==> src/rtl/fetch_unit_pkg.sv <==
// Shared types for the MINAv2 fetch stage.
package types;

  typedef logic [31:0] pc_t;
  typedef logic [31:0] instr_t;

  typedef enum logic [1:0] {
    FETCH_REQ  = 2'd0,
    FETCH_WAIT = 2'd1,
    FETCH_DROP = 2'd2
  } fetch_state_e;

  localparam pc_t PC_STEP = 32'd4;

  // One buffered instruction together with the address it was fetched from.
  typedef struct packed {
    pc_t    pc;
    instr_t instr;
  } fetch_entry_t;

endpackage

==> src/rtl/fetch_buffer.sv <==
// Small synchronous FIFO of fetched {pc, instr} pairs; flush beats push/pop.
module fetch_buffer
  import types::*;
#(
  parameter int DEPTH = 2
) (
  input  logic                       clk,
  input  logic                       rst,
  input  logic                       push,
  input  logic                       pop,
  input  logic                       flush,
  input  fetch_entry_t               din,
  output logic [$clog2(DEPTH+1)-1:0] count,
  output fetch_entry_t               head
);

  localparam int PW = $clog2(DEPTH);

  fetch_entry_t  mem [DEPTH];
  logic [PW-1:0] rd_ptr;
  logic [PW-1:0] wr_ptr;
  logic          do_push;
  logic          do_pop;

  assign do_push = push & ~flush;
  assign do_pop  = pop & ~flush & (count != '0);

  // Pointer and occupancy bookkeeping; DEPTH is a power of two so pointers wrap on their own.
  always_ff @(posedge clk) begin
    if (rst || flush) begin
      rd_ptr <= '0;
      wr_ptr <= '0;
      count  <= '0;
    end else begin
      if (do_push) wr_ptr <= wr_ptr + 1'b1;
      if (do_pop)  rd_ptr <= rd_ptr + 1'b1;
      case ({do_push, do_pop})
        2'b10:   count <= count + 1'b1;
        2'b01:   count <= count - 1'b1;
        default: count <= count;
      endcase
    end
  end

  // Entry storage; contents are meaningless while the slot is not counted.
  always_ff @(posedge clk) begin
    if (do_push) mem[wr_ptr] <= din;
  end

  // Head reads as zero when empty so the stage outputs are clean after reset/flush.
  assign head = (count != '0) ? mem[rd_ptr] : '0;

endmodule

==> src/rtl/fetch_unit.sv <==
// MINAv2 fetch stage: PC, single-outstanding imem requests, instruction buffer.
module fetch_unit
  import types::*;
#(
  parameter pc_t RESET_PC  = 32'h0000_0000,
  parameter int  BUF_DEPTH = 2
) (
  input  logic        clk,
  input  logic        rst,
  input  logic        load_hazard,
  input  logic        redirect_valid,
  input  logic [31:0] redirect_pc,
  output logic        imem_req,
  output logic [31:0] imem_addr,
  input  logic        imem_gnt,
  input  logic        imem_rvalid,
  input  logic [31:0] imem_rdata,
  output logic        if_valid,
  output logic [31:0] if_pc,
  output logic [31:0] if_instr
);

  localparam int CW = $clog2(BUF_DEPTH + 1);

  fetch_state_e  state_q;
  fetch_state_e  state_d;
  pc_t           fetch_pc;
  pc_t           req_pc;
  logic [CW-1:0] count;
  fetch_entry_t  head;
  fetch_entry_t  din;
  logic          xfer;
  logic          push;
  logic          pop;

  // Only issue when a slot is guaranteed: with one request in flight, count < depth suffices.
  assign imem_req  = ~rst & (state_q == FETCH_REQ) & (count < CW'(BUF_DEPTH));
  assign imem_addr = fetch_pc;
  assign xfer      = imem_req & imem_gnt;

  assign push = (state_q == FETCH_WAIT) & imem_rvalid & ~redirect_valid;
  assign pop  = if_valid & ~load_hazard & ~redirect_valid;
  assign din  = '{pc: req_pc, instr: imem_rdata};

  // Next state: a redirect while a request is in flight turns its response into a discard.
  always_comb begin
    state_d = state_q;
    case (state_q)
      FETCH_REQ:  if (xfer) state_d = redirect_valid ? FETCH_DROP : FETCH_WAIT;
      FETCH_WAIT: begin
        if (imem_rvalid)         state_d = FETCH_REQ;
        else if (redirect_valid) state_d = FETCH_DROP;
      end
      FETCH_DROP: if (imem_rvalid) state_d = FETCH_REQ;
      default:    state_d = FETCH_REQ;
    endcase
  end

  // FSM and PC registers; redirect target wins over the sequential increment.
  always_ff @(posedge clk) begin
    if (rst) begin
      state_q  <= FETCH_REQ;
      fetch_pc <= RESET_PC;
      req_pc   <= '0;
    end else begin
      state_q <= state_d;
      if (xfer) req_pc <= fetch_pc;
      if (redirect_valid)
        fetch_pc <= {redirect_pc[31:2], 2'b00};
      else if (xfer)
        fetch_pc <= fetch_pc + PC_STEP;
    end
  end

  fetch_buffer #(.DEPTH(BUF_DEPTH)) u_buf (
    .clk   (clk),
    .rst   (rst),
    .push  (push),
    .pop   (pop),
    .flush (redirect_valid),
    .din   (din),
    .count (count),
    .head  (head)
  );

  assign if_valid = (count != '0);
  assign if_pc    = head.pc;
  assign if_instr = head.instr;

endmodule

==> config.mk <==
export PLATFORM = sky130hd
export DESIGN_NAME = fetch_unit
export DESIGN_NICKNAME = d
export VERILOG_FILES = /design/src/rtl/fetch_unit_pkg.sv /design/src/rtl/fetch_buffer.sv /design/src/rtl/fetch_unit.sv
export SDC_FILE = /design/constraint.sdc
export NUM_CORES = 1
export LEC_CHECK = 0
export CAP_MARGIN = 40
export CORE_ASPECT_RATIO = 0.8
export CORE_MARGIN = 1.5
export CORE_UTILIZATION = 53
export CTS_BUF_LIST = sky130_fd_sc_hd__clkbuf_8
export CTS_CLUSTER_SIZE = 25
export DETAILED_ROUTE_END_ITERATION = 10
export GPL_ROUTABILITY_DRIVEN = 0
export PLACE_DENSITY = 0.83
export SLEW_MARGIN = 20
export SYNTH_ARGS = -nofsm -noshare
export SYNTH_HDL_FRONTEND = slang
export SYNTH_HIERARCHICAL = 1
export SYNTH_SLANG_ARGS = --single-unit
==> constraint.sdc <==
create_clock -name clk -period 6.8 [get_ports clk]
set_input_delay 2.04 -clock clk [delete_from_list [all_inputs] [get_ports clk]]
set_output_delay 2.04 -clock clk [all_outputs]
set_load 0.005 [all_outputs]
==> results_dict.tcl <==
set metrics [dict create \
    status "finished, violations left" \
    violations "DRC" \
    syn_area_per_cell_sq_um 11.94 \
    synthMuxAreaShare 0.08108 \
    critPathSlowestCell "clkdlybuf4s50_1" \
    timing.final.hold_violations 0 \
    slew_headroom 0.4595 \
    startpoint "rst" \
    fin_ws_ns 1.732 \
    fmaxAchievable_mhz 197.3 \
    synth_top_family_by_area "simple AND/OR/NAND/NOR gates" \
    vias_per_cell 5.466 \
    cellPowerDensity_nw_per_um2 213.0 \
    cts_buffer_depth 2 \
    vias 5548 \
    synthAdderAreaFrac 0.003167 \
    cap_viol_max_count 0 \
    synth_compound_area_frac 0.05606 \
    cts_root_buffer "clkbuf_8" \
    drt-total-wl_um 17580 \
    yosys.area_share.simple 0.1422 \
    numCtsBuffers 17 \
    nNetsFinal 890 \
    cp_max_fo 10 \
    area_growth_syn_to_layout_pct 27.68 \
    dp_cells 983 \
    grt_pass1_wl_um 28230 \
    ys_types 45 \
    cp_slowest_stage_delay_ns 0.52 \
    core_region_area_sq_um 14440 \
    fin_skew_ns 0.006925 \
    synth-xor-area-share 0.03436 \
    rsz0062_at_grt "false" \
    postCtsHoldBufs 0 \
    hold_path.class "reg2reg" \
    path_cells "buf_2, nor4_4, buf_4, clkdlybuf4s50_1" \
    pre_cts_ws_ns 1.728 \
    antenna_found_initial 0 \
    r2r-end "u_buf/mem[0][47]" \
    grt.total_usage 0.2341 \
    maxSlewViolCount 0 \
    dpl.hpwl_um 11550 \
    fp.dieH_um 112.2 \
    leakage_nw 3.178 \
    fin_area_sq_um 10090 \
    synth-main-ff-cell "edfxtp_1" \
    yosys_warnings 6 \
    cp-start-kind "input port" \
    worstReg2RegStart "state_q[0]" \
    cts_setup_buffers 0 \
    timing.final.crit_period_ns 5.068 \
    first_pass_iters 7 \
    drc_errors 15 \
    post_drt_wl_per_cell_um 17.32 \
    ys_ff_latch 195 \
    cts_max_level 4 \
    post_dp_cell_area_sq_um 9716 \
    synth_common_cells "edfxtp_1, nor2_1, nand2_1" \
    cts_resized 0 \
    fin_cells 1015 \
    drive_gt1_frac 0.05897 \
    syn_inst 662 \
    path_clk_slew_ns 0.09 \
    cts_tree "built" \
    final_core_utilization 0.6985 \
    synth_edf_count 128 \
    synth_area_leader_cell "edfxtp_1" \
    ys_async_sr_fraction 0 \
    end_kind "output pin" \
    drtIter0Drc 439 \
    grt_pass1_vias 5485 \
    power.total_mw 2.149 \
    row_count 39 \
    switching_share 0.2203 \
    final.setup.tns_ns 0 \
    yosys-top-cells-area "edfxtp_1, dfxtp_1, mux2i_1" \
    synth_seq_area_share 0.6562 \
    cp.required_ns 4.76 \
    reg2reg_depth 5 \
    overflow 0 \
    arrival_ns 3.03 \
    start_util 0.5470 \
    worstSetupPathType "in2out" \
    syn_area_sq_um 7901 \
    port-buffer-count 163 \
    p_seq_frac 0.605 \
    period_share 0.7453 \
    synth_top_area_frac 0.4865 \
    power_frac_comb 0.064 \
    num_io_pins 168 \
    grt_max_degree 69 \
    p_clk_frac 0.331 \
    vdd_ir_drop_max_uv 138.5 \
    reg2reg_setup_slack_ns 4.57 \
    internal_power_mw 1.675 \
    cts.sinks 195 \
    synthMostInstantiatedCell "edfxtp_1" \
    tightest_slew_ns 0.8089 \
    die-area_sq_um 15650 \
    dieWidth_um 139.5 \
    crit_path_end "imem_req" \
    setup_viol 0 \
    p_sw_uw 473.2 \
    finalHoldWorstSlack_ns 0.4582 \
    antenna_left 0 \
    clk-insertion-delay-late_ns 0.46 \
    antenna_cells 0 \
]
==> worst min-delay path by stage <==
stage                    start               end  slack [ns]  cells after the start
floorplan            req_pc[2]  u_buf/mem[0][34]        0.43                      0
global placement    req_pc[23]  u_buf/mem[0][55]        0.43                      0
detailed placement   req_pc[6]  u_buf/mem[1][38]        0.44                      0
CTS                  req_pc[8]  u_buf/mem[0][40]        0.46                      0
global route         req_pc[8]  u_buf/mem[0][40]        0.47                      0
finish              req_pc[23]  u_buf/mem[1][55]        0.46                      0
==> cells by family (layout without fill, tap and decap cells) <==
kind of cell    Yosys count  in the layout
simple gates            249            249
flops                   195            195
compound gates           72             72
mux                      64             64
buf+inv                  48            212
xor+xnor                 31             31
fa+ha+maj                 2              2
other cells               1              6
==> placed cells by master, fill, tap and decap left out, drive strengths merged, types with 2 or more instances in the layout <==
cell type / netlist / routed
clkdlybuf4s50: 0 / 162
edfxtp: 128 / 128
nor2: 93 / 93
nand2: 89 / 89
dfxtp: 67 / 67
mux2i: 64 / 64
a21oi: 38 / 38
xnor2: 29 / 29
a211oi: 18 / 18
nor3: 17 / 17
clkbuf: 20 / 17
nand3: 12 / 12
buf: 21 / 11
clkinv: 1 / 11
nand4: 9 / 9
inv: 6 / 9
nor4: 8 / 8
conb: 1 / 6
and2: 5 / 5
and4: 4 / 4
and3: 4 / 4
o22ai: 4 / 4
o21ai: 3 / 3
a31oi: 3 / 3
or3: 2 / 2
a311oi: 2 / 2
ha: 2 / 2
bufinv: 0 / 2
xor2: 2 / 2
==> registers in the layout, indices dropped and copies added (netlist names), named ones only <==
register	flops
u_buf/mem	128
imem_addr	30
req_pc	30
state_q	2
u_buf/count	2
u_buf/rd_ptr	1
u_buf/wr_ptr	1
==> critical path, delay by kind of cell <==
family,cells,cell delay (ns)
buf+inv,3,0.87
simple gates,1,0.12
==> power by group through the flow <==
stage / registers, mW / clock network (mW) / logic [mW]
6_report: 1.30 / 0.711 / 0.138
5_1_grt: 1.30 / 0.777 / 0.150
4_1_cts: 1.30 / 0.728 / 0.138
3_5_place_dp: 1.33 / 0 / 0.137
3_3_place_gp: 1.32 / 0 / 0.133
2_1_floorplan: 1.32 / 0 / 0.0568
==> layer usage <==
layer	global-route usage	wire, um
met1	0.3106	7607
met4	0.07234	214
met2	0.3814	8432
met3	0.06015	1322
met5	0	0
==> cell type report <==
type                            instances  area, sq um
Fill cell                            1028         4355
Tap cell                              184        230.2
Clock buffer                           17        234.0
Inverter                                7        26.28
Clock inverter                         15        138.9
Multi-Input combinational cell        424         2549
Timing Repair Buffer                  173         1722
Sequential cell                       195         5189
No activity file was read; power rests on OpenSTA's default activity.
